===== src/rtl/mul_iter_ctrl.sv =====
// Iterative sign-magnitude shift-add multiplier for the EXE stage.
// Accepts MUL.W / MULH.W / MULH.WU and returns the selected 32-bit half over valid/ready.
module mul_iter_ctrl #(
  parameter int TAG_W = 5
) (
  input  logic             clk_i,
  input  logic             resetn_i,
  input  logic             in_valid_i,
  output logic             in_ready_o,
  input  logic [1:0]       in_op_i,
  input  logic [31:0]      in_a_i,
  input  logic [31:0]      in_b_i,
  input  logic [TAG_W-1:0] in_tag_i,
  input  logic             flush_i,
  output logic             out_valid_o,
  input  logic             out_ready_i,
  output logic [31:0]      out_res_o,
  output logic [TAG_W-1:0] out_tag_o
);

  typedef enum logic [1:0] {IDLE, CALC, DONE} state_e;

  state_e           state_q, state_d;
  logic             sign_q, sign_d;
  logic [31:0]      ma_q, ma_d;
  logic [31:0]      mb_q, mb_d;
  logic [1:0]       op_q, op_d;
  logic [TAG_W-1:0] tag_q, tag_d;
  logic [63:0]      prod_q, prod_d;
  logic [4:0]       cnt_q, cnt_d;
  logic [31:0]      res_q, res_d;

  logic             reqSigned;
  logic [63:0]      addend;
  logic [63:0]      prodNext;
  logic [63:0]      finalProd;

  assign in_ready_o  = (state_q == IDLE) && resetn_i && !flush_i;
  assign out_valid_o = (state_q == DONE);
  assign out_res_o   = res_q;
  assign out_tag_o   = tag_q;

  // Only MULH.W works on signed operands; everything else is unsigned magnitude.
  assign reqSigned = (in_op_i == 2'b01);
  assign addend    = mb_q[0] ? ({32'b0, ma_q} << cnt_q) : 64'd0;
  assign prodNext  = prod_q + addend;
  assign finalProd = sign_q ? -prodNext : prodNext;

  always_comb begin
    state_d = state_q;
    sign_d  = sign_q;
    ma_d    = ma_q;
    mb_d    = mb_q;
    op_d    = op_q;
    tag_d   = tag_q;
    prod_d  = prod_q;
    cnt_d   = cnt_q;
    res_d   = res_q;

    case (state_q)
      IDLE: begin
        if (in_valid_i && in_ready_o) begin
          sign_d  = reqSigned && (in_a_i[31] ^ in_b_i[31]);
          ma_d    = (reqSigned && in_a_i[31]) ? -in_a_i : in_a_i;
          mb_d    = (reqSigned && in_b_i[31]) ? -in_b_i : in_b_i;
          op_d    = in_op_i;
          tag_d   = in_tag_i;
          prod_d  = 64'd0;
          cnt_d   = 5'd0;
          state_d = CALC;
        end
      end
      CALC: begin
        prod_d = prodNext;
        mb_d   = mb_q >> 1;
        cnt_d  = cnt_q + 5'd1;
        if (cnt_q == 5'd31) begin
          res_d   = (op_q == 2'b01 || op_q == 2'b10) ? finalProd[63:32] : finalProd[31:0];
          state_d = DONE;
        end
      end
      DONE: begin
        if (out_ready_i) state_d = IDLE;
      end
      default: state_d = IDLE;
    endcase

    // Flush overrides any accept, progress or handshake decided above.
    if (flush_i) state_d = IDLE;
  end

  always_ff @(posedge clk_i) begin
    if (!resetn_i) begin
      state_q <= IDLE;
      sign_q  <= 1'b0;
      ma_q    <= 32'd0;
      mb_q    <= 32'd0;
      op_q    <= 2'd0;
      tag_q   <= '0;
      prod_q  <= 64'd0;
      cnt_q   <= 5'd0;
      res_q   <= 32'd0;
    end else begin
      state_q <= state_d;
      sign_q  <= sign_d;
      ma_q    <= ma_d;
      mb_q    <= mb_d;
      op_q    <= op_d;
      tag_q   <= tag_d;
      prod_q  <= prod_d;
      cnt_q   <= cnt_d;
      res_q   <= res_d;
    end
  end

endmodule


===== config.mk =====
export PLATFORM = sky130hd
export DESIGN_NAME = mul_iter_ctrl
export DESIGN_NICKNAME = d
export VERILOG_FILES = /design/src/rtl/mul_iter_ctrl.sv
export SDC_FILE = /design/constraint.sdc
export NUM_CORES = 1
export LEC_CHECK = 0
export CELL_PAD_IN_SITES_DETAIL_PLACEMENT = 1
export CELL_PAD_IN_SITES_GLOBAL_PLACEMENT = 2
export CORE_AREA = 2 2 182 318
export CTS_CLUSTER_SIZE = 14
export DETAILED_ROUTE_END_ITERATION = 12
export DIE_AREA = 0 0 184 320
export PLACE_DENSITY_LB_ADDON = 0.1
export SYNTH_ARGS = -nofsm -noshare
export SYNTH_HDL_FRONTEND = slang
export SYNTH_SLANG_ARGS = --single-unit

===== constraint.sdc =====
create_clock -name clk_i -period 5.4 [get_ports clk_i]
set_input_delay 0.54 -clock clk_i [delete_from_list [all_inputs] [get_ports clk_i]]
set_output_delay 0.54 -clock clk_i [all_outputs]
set_load 0.02 [all_outputs]

==> results of run 1 <==
-- registers in the layout, indices dropped and copies added (netlist names) --
name       count
cnt_q          5
ma_q          32
mb_q          32
op_q           2
out_res_o     32
out_tag_o      5
prod_q        64
sign_q         1
state_q        2
-- Yosys cell counts, drive strengths merged, types with 19 or more instances --
cell type  number  area (sq um)
a211oi         43           358
a21oi         235          1210
a221oi         19           191
a22oi          41           308
a31oi          56           357
and2           28           175
buf            37           199
clkbuf        125           469
dfxtp         175          3500
ha             68           851
inv            33           124
mux2i          46           460
mux4           24           541
nand2         294          1110
nand3          68           340
nand4          49           313
nor2          323          1210
nor3           53           270
nor4           28           203
o211ai         30           230
o21ai         142           729
o22ai          21           131
o31ai          26           200
or3            23           144
xnor2          69           604
xor2           51           447
-- critical path, cell delays in order (launching register included) --
cell and delay [ps]:
sky130_fd_sc_hd__dfxtp_4 430, sky130_fd_sc_hd__buf_12 140, sky130_fd_sc_hd__mux4_2 600, sky130_fd_sc_hd__mux2i_2 210
sky130_fd_sc_hd__mux2_4 210, sky130_fd_sc_hd__buf_4 130, sky130_fd_sc_hd__mux2i_1 80, sky130_fd_sc_hd__and2_4 190
sky130_fd_sc_hd__ha_4 170, sky130_fd_sc_hd__a21oi_4 170, sky130_fd_sc_hd__buf_4 120, sky130_fd_sc_hd__o21ai_1 90
sky130_fd_sc_hd__a21oi_1 160, sky130_fd_sc_hd__buf_4 180, sky130_fd_sc_hd__o211ai_1 110, sky130_fd_sc_hd__buf_4 190
sky130_fd_sc_hd__or2_4 290, sky130_fd_sc_hd__o311ai_4 310, sky130_fd_sc_hd__buf_4 180, sky130_fd_sc_hd__o211ai_1 110
sky130_fd_sc_hd__or4b_4 590, sky130_fd_sc_hd__nor4_4 280, sky130_fd_sc_hd__buf_4 220, sky130_fd_sc_hd__and3_4 180
sky130_fd_sc_hd__mux2i_1 180, sky130_fd_sc_hd__a21oi_1 80
-- layer usage --
metal | GRT usage | wire length, um | up-vias
met5 | 0 | 0 | -
met4 | 0.323 | 11500 | 0
met3 | 0.0436 | 3360 | 376
met2 | 0.613 | 51200 | 676
met1 | 0.304 | 33200 | 10700
li1 | - | - | 10200
-- how the worst max path moves through the flow --
stage                                      from  slack [ps]                    endpoint  cells past startpoint
after floorplan           cnt_q[0]$_SDFFE_PN0P_           8  out_res_o[26]$_SDFFE_PN0P_                     22
after global placement    cnt_q[0]$_SDFFE_PN0P_       -1050  out_res_o[23]$_SDFFE_PN0P_                     24
after detailed placement  cnt_q[1]$_SDFFE_PN0P_       -1050  out_res_o[28]$_SDFFE_PN0P_                     26
after CTS                 cnt_q[0]$_SDFFE_PN0P_        -270  out_res_o[26]$_SDFFE_PN0P_                     24
after global routing      cnt_q[0]$_SDFFE_PN0P_        -460  out_res_o[28]$_SDFFE_PN0P_                     27
final                     cnt_q[0]$_SDFFE_PN0P_        -340  out_res_o[28]$_SDFFE_PN0P_                     25
-- layout make-up --
| class | count | area [sq um] | share of cell area |
|---|---|---|---|
| Inverter | 34 | 133 | 0.00483 |
| Clock inverter | 14 | 168 | 0.00611 |
| Timing Repair Buffer | 891 | 7460 | 0.272 |
| Multi-Input combinational cell | 1978 | 14800 | 0.541 |
| Tap cell | 702 | 878 | 0.0320 |
| Sequential cell | 175 | 3510 | 0.128 |
| Clock buffer | 18 | 429 | 0.0156 |
| Antenna cell | 2 | 5.00 | 0.000182 |
-- timing repair --
item | CTS | global route
buffers inserted | 67 | 47
endpoints found under the hold margin | 0 | 0
pin swaps | 85 | 82
setup endpoints to repair | 33 | 33
cloned | 3 | 1
gates resized for setup | 399 | 188
-- logic make-up (layout without fill, tap and decap cells) --
kind of cell / after synthesis / in the layout
multiplexers: 87 / 87
XOR/XNOR: 120 / 120
flip-flops: 175 / 175
adder cells (fa/ha/maj): 69 / 69
other: 0 / 2
AND/OR/NAND/NOR: 964 / 964
AO/OA/AOI/OAI: 738 / 738
buffers and inverters: 196 / 957
-- per-stage QoR --
stage | power [mW] | utilization | cell area (sq um) | worst slack (ps)
2_1_floorplan | 1.67 | - | 16800 | 8.26
3_3_place_gp | 2.00 | 0.415 | 23300 | -1050
3_5_place_dp | 2.01 | 0.415 | 23300 | -1050
4_1_cts | 3.44 | 0.468 | 26200 | -271
5_1_grt | 3.61 | 0.489 | 27400 | -463
6_report | 3.47 | 0.489 | 27400 | -341
-- power by group --
group	internal (mW)	total, mW	leakage [nW]	switching (mW)
Sequential	1.31	1.34	1.42	0.0244
Combinational	0.384	0.806	9.01	0.422
Clock	0.623	1.33	0.289	0.707
Total	2.32	3.47	10.7	1.15
==> impl_metrics.xml, run 1 <==
<?xml version="1.0" encoding="UTF-8"?>
<metrics>
  <group name="clock_network">
    <metric name="clk-insertion-delay-late" unit="ps">510</metric>
    <metric name="cts_sinks" unit="">175</metric>
    <metric name="root_buffer" unit="">sky130_fd_sc_hd__clkbuf_16</metric>
    <metric name="clock_tree_from_tritoncts" unit="">built</metric>
    <metric name="cts.clk_slew.worst_paths" unit="ps">80</metric>
    <metric name="cts.hold.buffers_added" unit="">0</metric>
    <metric name="htree_num_levels" unit="">4</metric>
    <metric name="cts_buffer_depth" unit="">2</metric>
    <metric name="clock_buffers_created_by_tritoncts" unit="">17</metric>
  </group>
  <group name="critical_path">
    <metric name="worst_ep_arrival" unit="ps">6130</metric>
    <metric name="r2r-start" unit="">cnt_q[0]$_SDFFE_PN0P_</metric>
    <metric name="start_kind" unit="">flip-flop</metric>
    <metric name="reg2reg_setup_slack" unit="ps">-340</metric>
    <metric name="ff2ff_path_depth" unit="">25</metric>
    <metric name="required" unit="ps">5790</metric>
    <metric name="worst_r2r_endpoint" unit="">out_res_o[28]$_SDFFE_PN0P_</metric>
    <metric name="timing.critical_path.to_type" unit="">flip-flop</metric>
    <metric name="crit_type" unit="">reg -&gt; reg</metric>
    <metric name="crit_fanout" unit="">5</metric>
  </group>
  <group name="sta">
    <metric name="slew_violations" unit="">0</metric>
    <metric name="layout_min_cycle_time" unit="ps">5740</metric>
    <metric name="highest_clock_rate" unit="GHz">0.174</metric>
    <metric name="fin_hold_ws" unit="ps">449</metric>
    <metric name="hold_viol_final" unit="">0</metric>
    <metric name="final.setup.worst_slack" unit="ps">-341</metric>
    <metric name="fin_tns_setup" unit="ps">-5520</metric>
    <metric name="fin_crit_sh" unit="">1.06</metric>
    <metric name="grt_setup_unrepaired" unit="">true</metric>
    <metric name="finalSetupViolations" unit="">28</metric>
    <metric name="slew_headroom" unit="">0.223</metric>
    <metric name="max_slew.worst_pin.slew" unit="ps">1160</metric>
    <metric name="clock_skew" unit="ps">24.9</metric>
  </group>
  <group name="synth">
    <metric name="synth_compound_area_frac" unit="">0.288</metric>
    <metric name="synth-simple-area-share" unit="">0.268</metric>
    <metric name="yosys.area_share.xor_xnor" unit="">0.0629</metric>
    <metric name="syn_inst" unit="">2349</metric>
    <metric name="synth_adder_area_share" unit="">0.0521</metric>
    <metric name="synth_fp_nets" unit="">2494</metric>
    <metric name="main_combinational_cell_family_by_area_after_synthesis" unit="">compound AO/OA/AOI/OAI gates</metric>
    <metric name="synth-seq-area-share" unit="">0.210</metric>
    <metric name="post_synthesis_cell_area" unit="sq mm">0.0167</metric>
    <metric name="synth-edff-count" unit="">0</metric>
    <metric name="synth.area.mux_share" unit="">0.0714</metric>
    <metric name="synth_flop_cell" unit="">sky130_fd_sc_hd__dfxtp_1</metric>
    <metric name="ys_types" unit="">102</metric>
    <metric name="synth-warning-count" unit="">0</metric>
    <metric name="postSynth.asyncResetShare" unit="">0</metric>
    <metric name="post_synth.cell_area_avg" unit="sq um">7.11</metric>
    <metric name="ys_ff_latch" unit="">175</metric>
  </group>
  <group name="job">
    <metric name="cap_viol_max_count" unit="">0</metric>
  </group>
  <group name="placed_design">
    <metric name="detailed_place_hpwl" unit="mm">79.2</metric>
    <metric name="port_buffers" unit="">114</metric>
    <metric name="placed_cells" unit="">3675</metric>
    <metric name="globalplace.congestion" unit="">0.997</metric>
  </group>
  <group name="floorplan">
    <metric name="die_w" unit="um">184</metric>
    <metric name="chipHeight" unit="um">320</metric>
    <metric name="floorplan.rows" unit="">115</metric>
    <metric name="core_area" unit="sq mm">0.0561</metric>
    <metric name="die-area" unit="sq mm">0.0589</metric>
    <metric name="io_pins" unit="">115</metric>
    <metric name="start_util" unit="">0.298</metric>
  </group>
  <group name="power">
    <metric name="ir_drop" unit="V">0.000252</metric>
    <metric name="cellLeakagePower" unit="nW">10.7</metric>
    <metric name="power_per_cell_area" unit="mW/mm^2">127</metric>
  </group>
  <group name="global_route">
    <metric name="first_global_vias" unit="">23400</metric>
    <metric name="grt_use_total" unit="">0.332</metric>
    <metric name="initial_antenna_violation_count" unit="">2</metric>
    <metric name="globalRoute.totalOverflow" unit="">0</metric>
    <metric name="grt_first_pass_wirelength" unit="mm">144</metric>
    <metric name="grt_max_degree" unit="">66</metric>
  </group>
  <group name="run_status">
    <metric name="status" unit="">finished, violations left</metric>
    <metric name="violations" unit="">negative setup slack</metric>
  </group>
  <group name="drt">
    <metric name="drcViolationCount" unit="">0</metric>
    <metric name="detail_route.iter0.violations" unit="">999</metric>
    <metric name="vias" unit="">22000</metric>
    <metric name="routed_wl" unit="mm">99.3</metric>
    <metric name="antenna_left" unit="">0</metric>
    <metric name="firstDrtPassIters" unit="">5</metric>
    <metric name="vias_per_cell" unit="">5.76</metric>
    <metric name="routedWlPerCell" unit="um">26.0</metric>
  </group>
  <group name="finish">
    <metric name="layout_common_cells" unit="">sky130_fd_sc_hd__buf_4, sky130_fd_sc_hd__nor2_1, sky130_fd_sc_hd__nand2_1</metric>
    <metric name="fillerInstances" unit="">6722</metric>
    <metric name="layout-drive-gt1-share" unit="">0.400</metric>
    <metric name="final_nets" unit="">3242</metric>
    <metric name="finish.cell_count_without_fillers" unit="">3814</metric>
    <metric name="synthToLayoutAreaGrowth" unit="%">64.3</metric>
    <metric name="layout.cells.most_common" unit="">sky130_fd_sc_hd__buf_4</metric>
  </group>
  <group name="min_path">
    <metric name="hp-start" unit="">out_res_o[10]$_SDFFE_PN0P_</metric>
    <metric name="min_to" unit="">out_res_o[10]$_SDFFE_PN0P_</metric>
    <metric name="min_path_type" unit="">reg -&gt; reg</metric>
    <metric name="worst_hold_path.num_cells" unit="">2</metric>
  </group>
</metrics>
Power figures use the tool's default switching activity.
==> inputs of run 2 (changes only) <==
CELL_PAD_IN_SITES_DETAIL_PLACEMENT = 0   (was 1)
CELL_PAD_IN_SITES_GLOBAL_PLACEMENT = 1   (was 2)
CTS_BUF_LIST = sky130_fd_sc_hd__clkbuf_16   (was default)
==> impl_metrics.xml, run 2 (same netlist as run 1, synthesis figures left out) <==
<?xml version="1.0" encoding="UTF-8"?>
<metrics>
  <group name="drt">
    <metric name="vias" unit="">21200</metric>
    <metric name="firstDrtPassIters" unit="">5</metric>
    <metric name="routedWlPerCell" unit="um">24.1</metric>
    <metric name="vias_per_cell" unit="">5.55</metric>
    <metric name="antenna_left" unit="">0</metric>
    <metric name="detail_route.iter0.violations" unit="">1209</metric>
    <metric name="drcViolationCount" unit="">0</metric>
    <metric name="routed_wl" unit="mm">92.2</metric>
  </group>
  <group name="floorplan">
    <metric name="chipHeight" unit="um">320</metric>
    <metric name="die_w" unit="um">184</metric>
    <metric name="start_util" unit="">0.298</metric>
    <metric name="core_area" unit="sq mm">0.0561</metric>
    <metric name="io_pins" unit="">115</metric>
    <metric name="floorplan.rows" unit="">115</metric>
    <metric name="die-area" unit="sq mm">0.0589</metric>
  </group>
  <group name="clock_network">
    <metric name="clock_tree_from_tritoncts" unit="">built</metric>
    <metric name="cts_buffer_depth" unit="">2</metric>
    <metric name="clk-insertion-delay-late" unit="ps">500</metric>
    <metric name="htree_num_levels" unit="">4</metric>
    <metric name="root_buffer" unit="">sky130_fd_sc_hd__clkbuf_16</metric>
    <metric name="clock_buffers_created_by_tritoncts" unit="">17</metric>
    <metric name="cts.hold.buffers_added" unit="">0</metric>
    <metric name="cts_sinks" unit="">175</metric>
    <metric name="cts.clk_slew.worst_paths" unit="ps">80</metric>
  </group>
  <group name="power">
    <metric name="cellLeakagePower" unit="nW">10.7</metric>
    <metric name="sequentialPowerShare" unit="">0.389</metric>
    <metric name="ir_drop" unit="V">0.000251</metric>
    <metric name="sw_frac_of_total" unit="">0.321</metric>
    <metric name="p_switching" unit="mW">1.10</metric>
    <metric name="internal_dissipation" unit="mW">2.33</metric>
    <metric name="power_per_cell_area" unit="mW/mm^2">127</metric>
    <metric name="totalPowerFinal" unit="mW">3.43</metric>
    <metric name="clock_power_share" unit="">0.387</metric>
    <metric name="pwr-share-comb" unit="">0.224</metric>
  </group>
  <group name="finish">
    <metric name="finish.utilization" unit="">0.482</metric>
    <metric name="finish.cell_count_without_fillers" unit="">3820</metric>
    <metric name="final_nets" unit="">3249</metric>
    <metric name="fillerInstances" unit="">5669</metric>
    <metric name="largest_register_ff_count" unit="">64</metric>
    <metric name="layout_common_cells" unit="">sky130_fd_sc_hd__buf_4, sky130_fd_sc_hd__nor2_1, sky130_fd_sc_hd__nand2_1</metric>
    <metric name="synthToLayoutAreaGrowth" unit="%">61.9</metric>
    <metric name="layout-drive-gt1-share" unit="">0.384</metric>
    <metric name="layout.cells.most_common" unit="">sky130_fd_sc_hd__buf_4</metric>
    <metric name="largest_register" unit="">prod_q</metric>
  </group>
  <group name="global_route">
    <metric name="first_global_vias" unit="">21500</metric>
    <metric name="globalRoute.totalOverflow" unit="">0</metric>
    <metric name="initial_antenna_violation_count" unit="">1</metric>
    <metric name="grt_first_pass_wirelength" unit="mm">134</metric>
    <metric name="grt_max_degree" unit="">80</metric>
    <metric name="grt_use_total" unit="">0.309</metric>
  </group>
  <group name="critical_path">
    <metric name="crit_path_top_delay_cell" unit="">sky130_fd_sc_hd__mux4_2</metric>
    <metric name="r2r-start" unit="">cnt_q[0]$_SDFFE_PN0P_</metric>
    <metric name="start_kind" unit="">flip-flop</metric>
    <metric name="crit_fanout" unit="">7</metric>
    <metric name="timing.critical_path.to_type" unit="">flip-flop</metric>
    <metric name="worst_r2r_endpoint" unit="">out_res_o[26]$_SDFFE_PN0P_</metric>
    <metric name="ff2ff_path_depth" unit="">22</metric>
    <metric name="crit_type" unit="">reg -&gt; reg</metric>
    <metric name="crit_path_cells" unit="">buf_12, buf_6, mux4_2, mux2i_4, nand2_2, o21ai_4, mux2i_2, and2_4, ha_4, a21oi_2, buf_4, o21ai_2, a21o_1, a21bo_1, a221o_1, or4b_4, a32o_2, or4b_4, or2_4, or3_1, and3_4, o21ai_2</metric>
    <metric name="worst_ep_arrival" unit="ps">6090</metric>
    <metric name="critical_path_buf_inv_count" unit="">3</metric>
    <metric name="reg2reg_setup_slack" unit="ps">-250</metric>
    <metric name="required" unit="ps">5830</metric>
    <metric name="cp_slowest_stage_delay" unit="ps">560</metric>
    <metric name="critPathTopFamily" unit="">simple AND/OR/NAND/NOR gates</metric>
  </group>
  <group name="sta">
    <metric name="layout_min_cycle_time" unit="ps">5650</metric>
    <metric name="hold_viol_final" unit="">0</metric>
    <metric name="slew_headroom" unit="">0.140</metric>
    <metric name="finalSetupViolations" unit="">28</metric>
    <metric name="clock_skew" unit="ps">20.7</metric>
    <metric name="slew_violations" unit="">0</metric>
    <metric name="grt_setup_unrepaired" unit="">true</metric>
    <metric name="highest_clock_rate" unit="GHz">0.177</metric>
    <metric name="fin_crit_sh" unit="">1.05</metric>
    <metric name="final.setup.worst_slack" unit="ps">-255</metric>
    <metric name="max_slew.worst_pin.slew" unit="ps">1280</metric>
  </group>
  <group name="min_path">
    <metric name="hp-start" unit="">out_res_o[4]$_SDFFE_PN0P_</metric>
    <metric name="min_to" unit="">out_res_o[4]$_SDFFE_PN0P_</metric>
    <metric name="min_path_type" unit="">reg -&gt; reg</metric>
    <metric name="worst_hold_path.num_cells" unit="">2</metric>
  </group>
  <group name="job">
    <metric name="cap_viol_max_count" unit="">0</metric>
  </group>
  <group name="run_status">
    <metric name="violations" unit="">negative setup slack</metric>
    <metric name="status" unit="">finished, violations left</metric>
  </group>
  <group name="placed_design">
    <metric name="port_buffers" unit="">114</metric>
    <metric name="placed_cells" unit="">3676</metric>
    <metric name="detailed_place_hpwl" unit="mm">74.4</metric>
    <metric name="globalplace.congestion" unit="">1.02</metric>
  </group>
</metrics>
[run 2: cell types whose count changed in the layout (fill, tap and decap cells not counted), sizes merged]
cell and delta:
buf +9, clkinv -3, clkbuf -2, inv +2, bufbuf -1, bufinv +1, clkinvlp +1, diode -1
[run 2: layer usage]
metal	global-route usage	up-vias	wire length [um]
li1	-	10200	-
met1	0.289	10000	30900
met2	0.574	672	47800
met3	0.0385	296	3440
met4	0.286	0	10000
met5	0	-	0
[run 2: worst reg2reg max path: stages (launching register included)]
cell and delay, ps:
sky130_fd_sc_hd__dfxtp_4 380, sky130_fd_sc_hd__buf_12 140, sky130_fd_sc_hd__buf_6 110, sky130_fd_sc_hd__mux4_2 560, sky130_fd_sc_hd__mux2i_4 250, sky130_fd_sc_hd__nand2_2 100
sky130_fd_sc_hd__o21ai_4 130, sky130_fd_sc_hd__mux2i_2 130, sky130_fd_sc_hd__and2_4 190, sky130_fd_sc_hd__ha_4 220, sky130_fd_sc_hd__a21oi_2 160, sky130_fd_sc_hd__buf_4 130
sky130_fd_sc_hd__o21ai_2 50, sky130_fd_sc_hd__a21o_1 160, sky130_fd_sc_hd__a21bo_1 220, sky130_fd_sc_hd__a221o_1 380, sky130_fd_sc_hd__or4b_4 510, sky130_fd_sc_hd__a32o_2 290
sky130_fd_sc_hd__or4b_4 560, sky130_fd_sc_hd__or2_4 310, sky130_fd_sc_hd__or3_1 370, sky130_fd_sc_hd__and3_4 150, sky130_fd_sc_hd__o21ai_2 90
[run 2: final cells by class]
cell class | instances | area (sq um) | share of cell area
inverter | 34 | 130 | 0.00481
clock buffer | 17 | 425 | 0.0157
tap | 702 | 878 | 0.0325
antenna | 1 | 2.50 | 0.0000925
sequential | 175 | 3510 | 0.130
multi-input combinational | 1978 | 14600 | 0.539
timing repair buffer | 898 | 7360 | 0.272
clock inverter | 15 | 151 | 0.00560
[run 2: repair_timing]
item                                    CTS  global route
endpoints found under the setup margin   35            33
gates resized for setup                 298           191
setup buffers                            65            50
pin swaps                                75            88
gates cloned                              1             0
[run 2: worst max-delay path by stage]
stage                                  to                  start  cells after the start  slack [ps]
2_1_floorplan  out_res_o[26]$_SDFFE_PN0P_  cnt_q[0]$_SDFFE_PN0P_                     22           8
3_3_place_gp    out_res_o[1]$_SDFFE_PN0P_  cnt_q[0]$_SDFFE_PN0P_                     24       -1170
3_5_place_dp    out_res_o[1]$_SDFFE_PN0P_  cnt_q[0]$_SDFFE_PN0P_                     24       -1060
4_1_cts        out_res_o[28]$_SDFFE_PN0P_  cnt_q[0]$_SDFFE_PN0P_                     23        -230
5_1_grt        out_res_o[22]$_SDFFE_PN0P_  cnt_q[0]$_SDFFE_PN0P_                     27        -370
6_report       out_res_o[26]$_SDFFE_PN0P_  cnt_q[0]$_SDFFE_PN0P_                     22        -250
[run 2: metrics by stage]
stage / cell area (sq um) / hold WS [ps] / TNS [ps] / worst slack (ps)
final: 27000 / 457 / -3270 / -255
after global routing: 27000 / 476 / -6840 / -370
after CTS: 25800 / 462 / -2180 / -232
after detailed placement: 23300 / 446 / -28270 / -1060
after global placement: 23300 / 441 / -29210 / -1170
after floorplan: 16800 / 452 / 0 / 8.26
[run 2: power groups by stage]
stage	clock network, mW	registers (mW)	logic [mW]
2_1_floorplan	0	1.36	0.314
5_1_grt	1.40	1.34	0.820
3_5_place_dp	0	1.37	0.626
6_report	1.33	1.34	0.769
4_1_cts	1.37	1.34	0.689
3_3_place_gp	0	1.37	0.625
==> RTL edit 1, RTL diff (flow settings as in run 1) <==
Encoding of `state_e`: now one-hot (3 bits for 3 states).
--- a/src/rtl/mul_iter_ctrl.sv
+++ b/src/rtl/mul_iter_ctrl.sv
@@ -20,3 +20,3 @@
 
-  typedef enum logic [1:0] {IDLE, CALC, DONE} state_e;
+  typedef enum logic [2:0] {IDLE = 3'b001, CALC = 3'b010, DONE = 3'b100} state_e;
 
Check against the original RTL: same outputs for any inputs over 10 cycles, from zero or initial values and one cycle with resetn_i low; not proved beyond that.
==> RTL edit 1 against run 1 <==
Sequential share of layout area is 0.31 points lower; the flow still finishes with violations (negative setup slack); non-clock buffer count is 11 higher; count of clock-buffer cells in the layout stayed put; design area is 3.1% higher; synthesized area is 4.3% higher; synthesized cell count is 0.64% higher; utilization is 1.5 points higher; worst setup slack worse by 0.018 ns; power is 3.1% lower; combinational power is 24% lower; wire length is 4.3% higher; sequential cell count is 1 higher.
==> RTL edit 1: results (changes against run 1) <==
Run status
  – Violated checks: negative setup slack
  – Status: finished, violations left

Drt
  – DR vias/cell: 5.86 (+1.6%)
  – Drt wl/cell: 27.0 um (+3.6%)
  – Remaining antenna violation count: 0 (unchanged)
  – Drt pass-1 iters: 5 (unchanged)
  – Detailed Route Iter0 Violations: 1050 (+5.1%)

Critical path
  – CP max-delay cell: or4_4
  – CP Max Fanout: 7 (+2)
  – Slowest Stage Delay on Critical Path: just over 0.6 ns
  – Crit path arrival time: 6.15 ns (+0.02 ns)

STA
  – Min Hold Slack: 0.443 ns (-0.00657 ns)
  – Final worst slack: -0.359 ns (-0.0177 ns)
  – Slew margin rel.: 34.1% (+12 points)
  – Final setup fails: 24 (-14%)
  – Layout Skew: 0.0176 ns (-0.00725 ns)

Yosys
  – Post-synth net total: 2509 (+0.60%)
  – Netlist cell types: 97 (-4.9%)
  – Ys async rst share: 0% (unchanged)
  – Synth cell count leaders: 298 x nand2_1, 180 x o21ai_0, 176 x dfxtp_1
  – Largest cells by area after synthesis: dfxtp_1 20%, nand2_1 6.4%, o21ai_0 5.2%
  – Top_reg_cell synth: dfxtp_1
  – Seq/Total Area, Yosys: 20.2% (-0.76 points)
  – Ys Warns: 0 (unchanged)

Hold path
  – Class of the worst hold path: input port to flip-flop

Cells and area
  – Nets: 3267 (+0.77%)
  – Max reg flops: 64 (unchanged)
  – Largest Register: prod_q
  – Fraction of layout cells with a size suffix above 1: 40.4% (+0.35 points)

Global route
  – Initial antenna violation count: 4 (+2)
  – Largest net degree at the start of global routing: 92 (+39%)
  – Total GRT Usage: 34.7% (+1.5 points)
  – First-pass GRT wire length: 150000 um (+4.2%)
  – Vias in the first global route: 24035 (+2.7%)

Place
  – # port buffers: 114 (unchanged)
  – Dpl cell area: 0.0240 mm^2 (+3.0%)
  – RD Place Congestion: 0.994 (-0.33%)
  – Dpl hpwl: 81500 um (+2.9%)

Clock network
  – # H-tree levels: 4 (unchanged)
  – Skew-Pair Late Insertion Delay: 0.49 ns (-0.02 ns)
  – CTS Buf Count: 17 (unchanged)
  – Longest Clk Path Bufs: 2 (unchanged)
  – CTS Root Buffer Type: clkbuf_16

Pwr
  – Psw: 1.03 mW (-11%)
  – Max IR drop VDD: 246 uV (-2.3%)
  – P_leak: 11.8 nW (+9.9%)
## RTL edit 1: metal layers
layer	share of wire (%)	wire (um)	global-route usage, %	vias up
li1	-	-	-	10384
met1	32	33500	30.8	11011
met2	51	53300	63.2	672
met3	4.3	4500	6.72	423
met4	12	12200	35.1	2
met5	0.014	14	0	-
## RTL edit 1: layout make-up
cell class                 instances  area, um^2
fill                            6721       27800
multi-input combinational       1987       15600
timing repair buffer             902        7490
sequential                       176        3530
tap                              702         878
clock buffer                      18         439
clock inverter                    14         188
inverter                          38         146
antenna                            4        10.0
## RTL edit 1: cells by family (layout without fill, tap and decap cells)
| family | count (synthesis) | in the layout | synth area share (%) |
|---|---|---|---|
| AO/OA/AOI/OAI | 795 | 795 | 31.1 |
| AND/OR/NAND/NOR | 931 | 931 | 27.0 |
| XOR/XNOR | 102 | 102 | 5.13 |
| other | 0 | 4 | 0 |
| adder cells (fa/ha/maj) | 69 | 69 | 5.00 |
| multiplexers | 90 | 90 | 7.04 |
| buffers and inverters | 201 | 972 | 4.58 |
| flip-flops | 176 | 176 | 20.2 |
## RTL edit 1: metrics by stage
stage	power, mW	setup TNS [ns]	setup WS (ns)	std cells	utilization [%]
2_1_floorplan	1.61	0	0.0551	2364	-
3_3_place_gp	1.88	-17.43	-0.780	3684	42.8
3_5_place_dp	1.89	-19.10	-0.860	3684	42.8
4_1_cts	3.34	-0.738	-0.137	3798	48.3
5_1_grt	3.48	-8.70	-0.528	3837	50.4
6_report	3.37	-4.28	-0.359	3841	50.4
## RTL edit 1: critical path: cells and delay by family, from the launching register on
family          cells  cell delay [ns]
xor+xnor            1             0.11
compound gates      8             1.33
buf+inv             7             0.95
simple gates        4             1.73
fa+ha+maj           1             0.27
flops               1             0.41
mux                 3             0.86
## RTL edit 1: worst paths after layout
kind                start             to  cells after the start
max              cnt_q[0]  out_res_o[27]                     24
min reg2reg  out_res_o[8]   out_res_o[8]                      2
max reg2reg      cnt_q[0]  out_res_o[27]                     24
min              resetn_i     state_q[0]                      3
## RTL edit 1: power by group through the flow
stage / sequential, mW / clock (mW) / combinational [mW]
5_1_grt: 1.35 / 1.48 / 0.652
2_1_floorplan: 1.36 / 0 / 0.247
3_5_place_dp: 1.37 / 0 / 0.513
3_3_place_gp: 1.37 / 0 / 0.504
6_report: 1.34 / 1.42 / 0.609
4_1_cts: 1.34 / 1.44 / 0.559
## RTL edit 1: what timing repair did
action / in CTS / in global routing
gates resized for setup: 376 / 196
cloned: 2 / 0
endpoints found under the setup margin: 34 / 33
setup buffers: 81 / 44
pin swaps: 106 / 100
==> RTL edit 2, RTL diff (flow settings as in run 1) <==
Without the edit above. `TAG_W`: 5 -> 10.
--- a/src/rtl/mul_iter_ctrl.sv
+++ b/src/rtl/mul_iter_ctrl.sv
@@ -3,3 +3,3 @@
 module mul_iter_ctrl #(
-  parameter int TAG_W = 5
+  parameter int TAG_W = 10
 ) (
Ports: changed (resized in_tag_i and out_tag_o); port bits go from 115 to 125. The function was not compared with the original's and may differ.
==> RTL edit 2 against run 1 <==
First-iteration DRC count decreased by 15%; hold slack improved by 0.011 ns; power decreased by 0.49%; worst setup slack improved by 0.42 ns; critical path depth unchanged; sequential cell count increased by 5; synthesized area decreased by 0.22%; wire length decreased by 14%; sequential share of layout area increased by 2.0 points; design area decreased by 11%; synthesized cell count decreased by 1.5%; critical endpoint is now out_res_o[30]; largest power group unchanged; highest routed layer unchanged.
==> RTL edit 2: results (changes against run 1) <==
Run status
  – Status: completed

Pwr
  – Max IR drop VDD: 248 uV (-1.7%)
  – Final Total Pwr: 3.46 mW (-0.49%)
  – Share of power burned in the clock network: 40.0% (+1.7 points)
  – P_leak: 9.18 nW (-14%)
  – Psw: 1.12 mW (-2.9%)

Yosys
  – Synth cell count leaders: 296 x nor2_1, 275 x nand2_1, 235 x a21oi_1
  – Seq/Total Area, Yosys: 21.6% (+0.65 points)
  – Post-Synth XOR/XNOR Area: 6.09% (-0.20 points)
  – Compound-Gate Fraction of Synth Area: 29.7% (+0.89 points)
  – Syn avg cell area: 7.21 um^2 (+1.3%)
  – Adder-Cell Fraction of Synth Area: 5.22% (+0.011 points)
  – Post-synth net total: 2463 (-1.2%)
  – Largest cells by area after synthesis: dfxtp_1 22%, a21oi_1 7.1%, nor2_1 6.7%

Cells and area
  – Antenna diodes: 0 (-2)
  – Non-Filler Instances: 3513 (-7.9%)
  – Area of the multi-input gates: 0.0140 mm^2 (-5.8%)
  – Nets: 2948 (-9.1%)
  – Fill count: 6783 (+0.91%)

Critical path
  – R2r setup slk: 0.08 ns (+0.42 ns)
  – CP max-delay cell: dfxtp_4
  – Slowest Stage Delay on Critical Path: 0.40 ns (-0.20 ns)
  – Crit path max-delay family: compound AO/OA/AOI/OAI gates
  – Worst R2R End: out_res_o[30]
  – CP Max Fanout: 8 (+3)

Place
  – Dpl cell area: 0.0216 mm^2 (-7.3%)
  – Dpl hpwl: 69000 um (-13%)
  – # port buffers: 124 (+8.8%)
  – Dpl cells: 3420 (-6.9%)
  – Dpl ws: -0.585 ns (+0.460 ns)
  – RD Place Congestion: 0.946 (-5.1%)

Hold path
  – Min-delay src: out_tag_o[3]
  – Hold path endpoint: out_tag_o[3]

Drt
  – Wl on met1: 31500 um (-5.1%)
  – Drt wl/cell: 24.2 um (-7.1%)
  – DR vias/cell: 5.69 (-1.2%)
  – Detailed Route Iter0 Violations: 846 (-15%)
  – WL met3: 1860 um (-45%)
  – Met2 WL post-DR: 45100 um (-12%)

Global route
  – First-pass GRT wire length: 125000 um (-13%)
  – Total GRT Usage: 28.3% (-4.8 points)
  – Vias in the first global route: 21028 (-10%)
  – Met2 Use GR: 53.7% (-7.5 points)
  – M1 GR Usage: 28.8% (-1.6 points)
  – Largest net degree at the start of global routing: 76 (+15%)
  – Met3 usage: 2.28% (-2.1 points)

STA
  – Min Hold Slack: 0.461 ns (+0.0114 ns)
  – Actual slew at the worst max-slew pin: 1.11 ns (-0.0526 ns)
RTL edit 2: cell type report:
class / count / share of cell area, %
clock buffer: 17 / 1.75
clock inverter: 15 / 0.770
inverter: 37 / 0.611
multi-input combinational: 1943 / 57.4
sequential: 180 / 14.8
tap: 702 / 3.60
timing repair buffer: 619 / 21.1
RTL edit 2: worst max-delay path by stage:
| stage | start | endpoint | slack (ns) | depth (start not counted) |
|---|---|---|---|---|
| final | cnt_q[0] | out_res_o[30] | 0.08 | 25 |
| after global placement | cnt_q[0] | out_res_o[27] | -0.56 | 23 |
| after CTS | cnt_q[0] | out_res_o[30] | 0.007 | 23 |
| after detailed placement | cnt_q[0] | out_res_o[27] | -0.59 | 23 |
| after global routing | cnt_q[0] | out_res_o[28] | -0.14 | 24 |
| after floorplan | cnt_q[0] | out_res_o[30] | 0.07 | 21 |
RTL edit 2: timing repair:
item | CTS | global route
endpoints found under the setup margin | 32 | 32
buffers inserted | 18 | 43
pin swaps | 22 | 88
resized for setup | 131 | 247
hold buffers | 0 | 0
